--- src/rtl/uart_pkg.sv ---
// rtl/uart_pkg.sv - shared UART constants and arbiter state encoding
package uart_pkg;

  localparam int BAUD_DIV      = 2604;
  localparam int HALF_BAUD_DIV = 1302;
  localparam int MAX_REQ       = 8;
  localparam int ID_W          = $clog2(MAX_REQ);

  typedef enum logic [1:0] {
    IDLE,
    LAUNCH,
    WAIT_BUSY,
    WAIT_DONE
  } arb_state_t;

endpackage

--- src/rtl/uart_rr_pick.sv ---
// rtl/uart_rr_pick.sv - combinational round-robin winner search
module uart_rr_pick
  import uart_pkg::*;
#(
  parameter int NUM_REQ = 4
) (
  input  logic [NUM_REQ-1:0] req,
  input  logic [ID_W-1:0]    last,
  output logic [ID_W-1:0]    winner,
  output logic               any_req
);

  int   idx;
  logic found;

  // Search starts one past the previous winner so it ends up lowest priority.
  always_comb begin
    winner  = '0;
    any_req = |req;
    found   = 1'b0;
    idx     = 0;
    for (int k = 1; k <= NUM_REQ; k++) begin
      idx = int'(last) + k;
      if (idx >= NUM_REQ) idx = idx - NUM_REQ;
      if (!found && req[idx]) begin
        winner = ID_W'(idx);
        found  = 1'b1;
      end
    end
  end

endmodule

--- src/rtl/uart_tx_arbiter.sv ---
// rtl/uart_tx_arbiter.sv - round-robin sharing of the UART transmitter
module uart_tx_arbiter
  import uart_pkg::*;
#(
  parameter int NUM_REQ = 4
) (
  input  logic                 clk,
  input  logic                 reset,
  input  logic [NUM_REQ-1:0]   req,
  input  logic [8*NUM_REQ-1:0] req_data,
  output logic [NUM_REQ-1:0]   req_ack,
  output logic                 tx_start,
  output logic [7:0]           tx_data,
  input  logic                 tx_valid,
  output logic                 busy,
  output logic [ID_W-1:0]      grant_id
);

  localparam logic [NUM_REQ-1:0] ACK_ONE = NUM_REQ'(1);

  arb_state_t      state;
  logic [ID_W-1:0] last;
  logic [ID_W-1:0] winner;
  logic            any_req;

  uart_rr_pick #(.NUM_REQ(NUM_REQ)) u_pick (
    .req     (req),
    .last    (last),
    .winner  (winner),
    .any_req (any_req)
  );

  always_ff @(posedge clk or posedge reset) begin
    if (reset) begin
      state    <= IDLE;
      req_ack  <= '0;
      tx_start <= 1'b0;
      tx_data  <= 8'h00;
      busy     <= 1'b0;
      grant_id <= '0;
      last     <= ID_W'(NUM_REQ - 1);
    end else begin
      req_ack  <= '0;
      tx_start <= 1'b0;
      case (state)
        IDLE: begin
          // tx_data is only ever loaded here, so it stays put for the whole frame.
          if (any_req && tx_valid) begin
            tx_data  <= req_data[int'(winner)*8 +: 8];
            req_ack  <= ACK_ONE << winner;
            last     <= winner;
            grant_id <= winner;
            busy     <= 1'b1;
            state    <= LAUNCH;
          end
        end
        LAUNCH: begin
          tx_start <= 1'b1;
          state    <= WAIT_BUSY;
        end
        WAIT_BUSY: begin
          if (!tx_valid) state <= WAIT_DONE;
        end
        WAIT_DONE: begin
          if (tx_valid) begin
            busy  <= 1'b0;
            state <= IDLE;
          end
        end
        default: state <= IDLE;
      endcase
    end
  end

endmodule

--- config.mk ---
export PLATFORM = sky130hd
export DESIGN_NAME = uart_tx_arbiter
export DESIGN_NICKNAME = d
export VERILOG_FILES = /design/src/rtl/uart_pkg.sv /design/src/rtl/uart_rr_pick.sv /design/src/rtl/uart_tx_arbiter.sv
export SDC_FILE = /design/constraint.sdc
export NUM_CORES = 1
export LEC_CHECK = 0
export BUFFER_PORTS_ARGS = -buffer_cell sky130_fd_sc_hd__buf_4
export CELL_PAD_IN_SITES_DETAIL_PLACEMENT = 0
export CELL_PAD_IN_SITES_GLOBAL_PLACEMENT = 1
export CORE_MARGIN = 2
export CORE_UTILIZATION = 34
export DETAILED_ROUTE_END_ITERATION = 12
export PLACE_DENSITY = 0.8
export SLEW_MARGIN = 0
export SYNTH_ARGS = -nofsm -noshare
export SYNTH_HDL_FRONTEND = slang
export SYNTH_SLANG_ARGS = --single-unit
--- constraint.sdc ---
create_clock -name clk -period 2.45 [get_ports clk]
set_input_delay 0.1225 -clock clk [delete_from_list [all_inputs] [get_ports clk]]
set_output_delay 0.1225 -clock clk [all_outputs]
set_load 0.01 [all_outputs]
# After elaboration in Yosys (flattened, before gate mapping)
# Index checks and enable logic that the tools add are counted.
[op_classes] n_addsub=8 multipliers=0 n_eq_ne=6 n_bitwise=0 magnitude_cmp=8 n_reduce_logical=13 shifts=2 div=0 muxes=33
[ops] op="$ge 32x4->1 const B" count=4
[ops] op="$lt 32x4->1 const B" count=4
[ops] op="$mux 32" count=4
[ops] op="$sub 32x4->32 const B" count=4
[ops] op="$shiftx 32x7->8" count=1
[ops] op="$mux 1" count=14
[ops] op="$mux 3" count=4
[ops] op="$add 3x2->4 const B" count=2
[ops] op="$bmux 1 s2" count=4
[ops] op="$mux 4" count=2
[ops] op="$pmux 2 s4" count=1
[ops] op="$mux 2" count=3
[ops] op="$ne 2x2->1 const B" count=3
[ops] op="$reduce_and 3->1" count=2
[ops] op="$add 3x1->4 const B" count=1
[ops] op="$add 3x3->4 const B" count=1
[ops] op="$eq 2x2->1 const B" count=2
[ops] op="$logic_and 1x1->1" count=4
[ops] op="$reduce_or 4->1" count=1
[ops] op="$shl 1x3->4 const A" count=1
[ops] op="$logic_not 1->1" count=3
[ops] op="$eq 2x1->1 const B" count=1
[ops] op="$logic_not 2->1" count=1
[ops] op="$pmux 1 s2" count=1
[ops] op="2 further kinds" count=2
[word_totals] inputBits=39 n_memories=0 latchBits=0 word_cells=77 regBits=22 rom_bits=0 mem_bits_rw=0

# Depth between registers and ports, before layout
[logic_depth] depth_word=19 ltp_mapped=10 mapped_depth_nobuf=8

# Hierarchy
# From an unflattened synthesis, not the netlist that was laid out.
[unflattened] cells_unflattened=136 hier_area_um2=1475.2
[modules_own_cells] module="uart_tx_arbiter" cells_each=82 instances=1 seq_area_each_um2=528.0 area_per_inst_um2=1068.5
[modules_own_cells] module="uart_rr_pick" cells_each=54 instances=1 seq_area_each_um2=0.0 area_per_inst_um2=406.6

# Worst setup path after synthesis
# No wires, ideal clock.
[synth_timing] kind="register -> register" start="reg last[1]" end="reg tx_data[4]" stages_incl_launch_ff=10 arrival_time_ns=2.365 required_time_ns=2.329 setup_slack_ns=-0.036 cell_sequence="dfstp_2 -> inv_1 -> ha_1 -> mux2_2 -> o32ai_1 -> a22oi_2 -> buf_4 -> mux2i_1 -> mux2i_1 -> a22o_1"
[synth_between] elab_chain_len=17 word_cells_on_any_way=42
[synth_lines] item="start, declared" line="uart_tx_arbiter.sv:22" source="logic [ID_W-1:0] last;"
[synth_lines] item="start signal, assigned" line="uart_tx_arbiter.sv:41" source="last <= ID_W'(NUM_REQ - 1);"
[synth_lines] item="start signal, assigned" line="uart_tx_arbiter.sv:51" source="last <= winner;"
[synth_lines] item="$add 3x1->4" line="uart_rr_pick.sv:23" source="idx = int'(last) + k;"
[synth_lines] item="$sub 32x4->32 or $ge 32x4->1 (tied branches)" line="uart_rr_pick.sv:24" source="if (idx >= NUM_REQ) idx = idx - NUM_REQ;"
[synth_lines] item="$mux 32" line="uart_rr_pick.sv:24"
[synth_lines] item="$bmux 1 s2" line="uart_rr_pick.sv:25" source="if (!found && req[idx]) begin"
[synth_lines] item="$mux 1 (implied by the code) (2 in a row)" line="uart_rr_pick.sv:25"
[synth_lines] item="$mux 1" line="uart_rr_pick.sv:25"
[synth_lines] item="$logic_not 1->1" line="uart_rr_pick.sv:25"
[synth_lines] item="$logic_and 1x1->1" line="uart_rr_pick.sv:25"
[synth_lines] item="$mux 1" line="uart_rr_pick.sv:25"
[synth_lines] item="$logic_not 1->1" line="uart_rr_pick.sv:25"
[synth_lines] item="$logic_and 1x1->1" line="uart_rr_pick.sv:25"
[synth_lines] item="$mux 1" line="uart_rr_pick.sv:25"
[synth_lines] item="$logic_not 1->1" line="uart_rr_pick.sv:25"
[synth_lines] item="$logic_and 1x1->1" line="uart_rr_pick.sv:25"
[synth_lines] item="$mux 3 *" line="uart_rr_pick.sv:25"
[synth_lines] item="$shiftx 32x7->8 *" line="uart_tx_arbiter.sv:49" source="tx_data <= req_data[int'(winner)*8 +: 8];"
[synth_lines] item="end signal, assigned" line="uart_tx_arbiter.sv:49"
[synth_lines] item="end, declared" line="uart_tx_arbiter.sv:13" source="output logic [7:0] tx_data,"
# Every way passes the cells marked *; elsewhere a longest branch is shown, timed or not. The select of a mux whose other input is x is not followed.
# A chain may end at the register's enable or synchronous reset.

# Worst setup path in the final report
[layout_timing] start="reg last[0]" end="reg tx_data[7]"
# Same word-level chain as after synthesis.

==> metrics list <==
- After clock tree synthesis, the clock-pin slew on the worst setup and hold paths is roughly 0.080 ns.
* Outcome: finished with violations
- After synthesis the cells add up to approximately 0.0016 mm2.
* Setup repair bufs after CTS: 0
- Relative to the synthesized area, the layout overhead comes to 33.9%.
- Yosys mapped the design onto 40 distinct sky130hd cell types.
* Cell-internal power: roughly 1.5 mW
- Tightest hold margin: -0.00175 ns
- From bottom edge to top edge, the die measures just over 70 um.
* Total CTS buffers: 3
- In the synthesized netlist, the cells that appear most often are sky130_fd_sc_hd__mux2i_1, sky130_fd_sc_hd__dfrtp_1, sky130_fd_sc_hd__ha_1.
- Remaining global-route overflow: 0
- For this block, the initial DRC count from the detailed router was 53.
* Crit end category: flip-flop
- Yosys warning total: 0
- Setup repair after global routing missed its margin: false
* Most frequently used flop master after synthesis: sky130_fd_sc_hd__dfrtp_1
* Switching power total: around 1.0 mW
- Startpoint type of the worst setup path: flip-flop
- Largest net degree at the start of global routing: 23
- For this block, the routed nets add up to around 3.4 mm of wire.
* Hold Vio Cnt, Final: 3
- Of all nets on the critical path, the largest fanout is 22.
- Count of antenna diodes in the layout: 0
- In this run the horizontal extent of the chip is a little over 70 um.
- Main area contributors after synthesis: sky130_fd_sc_hd__dfrtp_1, sky130_fd_sc_hd__mux2i_1, sky130_fd_sc_hd__ha_1, sky130_fd_sc_hd__a22o_1, sky130_fd_sc_hd__dfstp_2
- Dpl ws: approximately 0.080 ns
* Final worst-path cycle share: ~95%
- The number of nets in the synthesized netlist is about 200.
- For this configuration, the core starts out at a cell density of a little over a third.
* Maximum frequency from static timing analysis: roughly 430 MHz
- Instance count of the mapped netlist: 147
* Number of vias after detailed routing: 1291
- Post-DRT Antenna Nets: 0
* Setup Total Neg Slack: 0 ns
- CTS saw 21 sinks.
- Core area: around 0.0044 mm2
- Io pins: 56
- At the pin with the least slew margin, the transition time is between 0.7 and 0.8 ns.
- Routed wirelength normalized by instance count: roughly 13 um
- The initial antenna violation count came to 0.
* TritonCTS clock tree: built
* Fraction of registers with async set/reset: 100%
* Arrival time of data at the critical path endpoint: roughly 2.5 ns
- The startpoint identified for the worst register-to-register timing path is last[0]$_DFFE_PP1P_.
- After detailed routing, the number of vias per cell comes to 5.06.
* Clock share of power: around 8.8%
* GRT Util Overall: 13.5%
* Worst IR Drop VDD: 0.000425 V
- Clock latency on the worst-skew pair, taken at its later pin, is approximately 0.26 ns.
* Reg-to-reg slack, setup: between 0.1 and 0.15 ns
- Router iterations before antenna repair: 4
- Number of cell instances on the worst register-to-register path: 9
- The clock passes through at most 2 buffers.
- After floorplanning, the core was divided into 24 placement rows.
- Of the post-synthesis cell area, the dominant cell type holds 29.8%.
- Wire length of the first global-routing pass: ~5.6 mm
- The number of pins with negative max-slew slack in the final report was 0.
* Largest clock skew in the final design: 0.00329 ns
- Final worst slack: 0.135 ns
* Count of flip-flops with a built-in enable after synthesis: 0
- sky130_fd_sc_hd__mux2i_1 is the most common cell in the netlist.
- Failing checks: negative hold slack
* Worst flop-to-flop path endpoint: tx_data[7]$_DFFE_PP0P_
* Required time worst endpoint: ~2.6 ns
- Across the run, the number of max-cap violations was 0.
- A synthesized cell averages between 10 and 15 um2.
- Cell chosen for the clock root: sky130_fd_sc_hd__clkbuf_8
- CTS built an H-tree with a depth of 1.
- Share of total power in combinational logic: 68.0%
- Seq pwr share: between 20% and 30%
- The number of global-route vias before repair came to ~1200.
- The biggest area contributor in the post-synthesis netlist is sky130_fd_sc_hd__dfrtp_1.
* Rel. slew slack: between 40% and 50%
- Ratio of cells with drive above 1 in the final layout: 40.4%
- Power per unit of standard cell area: between 1000 and 1500 mW/mm2
* Worst min-delay path class: in2async
* Hold buffer count at cts: 0
- Final setup violation count: 0
- Count of cells resized by post-cts repair: 0
- Post-synthesis sequential element count: 21
- Routability-driven placement finished with a final weighted congestion of between 0.7 and 0.8.
- Die area: approximately 0.0053 mm2
- Nets: around 250
* Sw Ratio: around two fifths
* Static leakage: 1.08 nW
- Crit Path Category: reg2reg
- Placed wire-length estimate: around 2.7 mm
* Post-layout min period: between 2 and 2.5 ns
* DR DRC count: 0
- Number of I/O port buffers: 55
- Sequential elements use approximately 33% of the synthesized area.
-- power by group through the flow --
stage               Clock (mW)  Combinational (mW)  Sequential, mW
finish                   0.227                1.76           0.598
global route             0.256                1.93           0.619
CTS                      0.236                1.75           0.601
detailed placement           0                1.75           0.601
global placement             0                1.72           0.601
floorplan                    0                1.20           0.647
-- area by class of cell --
| class | count | area, um2 |
|---|---|---|
| clock inverter | 1 | 7.51 |
| clock buffer | 3 | 41.3 |
| sequential | 21 | 528 |
| timing repair buffer | 63 | 510 |
| multi-input combinational | 107 | 956 |
| inverter | 8 | 30.0 |
| fill | 416 | 2310 |
| tap | 52 | 65.1 |
-- cell families after synthesis --
family                   share of synthesized area, %
multiplexers                                     22.3
AO/OA/AOI/OAI                                    17.0
adder cells (fa/ha/maj)                          8.62
AND/OR/NAND/NOR                                  9.48
flip-flops                                       33.1
buffers and inverters                            7.84
XOR/XNOR                                         1.65
-- layout by cell type (no fill, tap or decap), types with 6 or more instances in the layout --
| cell type | count |
|---|---|
| sky130_fd_sc_hd__buf_4 | 60 |
| sky130_fd_sc_hd__inv_1 | 8 |
| sky130_fd_sc_hd__a21oi_1 | 10 |
| sky130_fd_sc_hd__nand2_1 | 6 |
| sky130_fd_sc_hd__ha_1 | 10 |
| sky130_fd_sc_hd__dfrtp_1 | 19 |
| sky130_fd_sc_hd__a22o_1 | 8 |
| sky130_fd_sc_hd__mux2i_1 | 27 |
| sky130_fd_sc_hd__nor2_1 | 10 |
-- registers in the layout, indices dropped and copies added, names as in the netlist --
register / cells
req_ack: 4
state: 2
grant_id: 3
last: 2
tx_start: 1
busy: 1
tx_data: 8
-- metrics by stage --
step                std cells  cell area (um2)  utilization [%]  power [mW]
floorplan                 147             1600                -        1.84
global placement          251             2080             46.7        2.32
detailed placement        251             2080             46.7        2.35
CTS                       255             2130             47.8        2.58
global route              255             2140             48.1        2.81
finish                    255             2140             48.1        2.58
-- worst max-delay path, cell delays in order (launching register included) --
cell                      delay (ns)
sky130_fd_sc_hd__dfstp_2        0.53
sky130_fd_sc_hd__inv_1          0.07
sky130_fd_sc_hd__ha_4           0.29
sky130_fd_sc_hd__mux2_2         0.35
sky130_fd_sc_hd__o32ai_1        0.16
sky130_fd_sc_hd__a22oi_2        0.16
sky130_fd_sc_hd__buf_12         0.19
sky130_fd_sc_hd__mux2i_1        0.15
sky130_fd_sc_hd__mux2i_1        0.09
sky130_fd_sc_hd__a22o_1         0.20
-- layer usage --
layer | global-route usage (%) | wire length (um)
met5 | 0 | 0
met4 | 3.70 | 31
met3 | 2.78 | 270
met2 | 21.0 | 1540
met1 | 19.0 | 1580
-- how the worst max path moves through the flow --
| stage | startpoint | end | slack (ns) | cells past startpoint |
|---|---|---|---|---|
| 5_1_grt | last[0]$_DFFE_PP1P_ | tx_data[5]$_DFFE_PP0P_ | 0.008 | 9 |
| 6_report | last[0]$_DFFE_PP1P_ | tx_data[7]$_DFFE_PP0P_ | 0.13 | 9 |
| 4_1_cts | last[0]$_DFFE_PP1P_ | tx_data[4]$_DFFE_PP0P_ | 0.08 | 9 |
| 2_1_floorplan | last[1]$_DFFE_PP1P_ | tx_data[1]$_DFFE_PP0P_ | 0.007 | 9 |
| 3_3_place_gp | last[0]$_DFFE_PP1P_ | tx_data[4]$_DFFE_PP0P_ | 0.14 | 9 |
| 3_5_place_dp | last[0]$_DFFE_PP1P_ | tx_data[4]$_DFFE_PP0P_ | 0.08 | 9 |
Power figures use the tool's default switching activity.
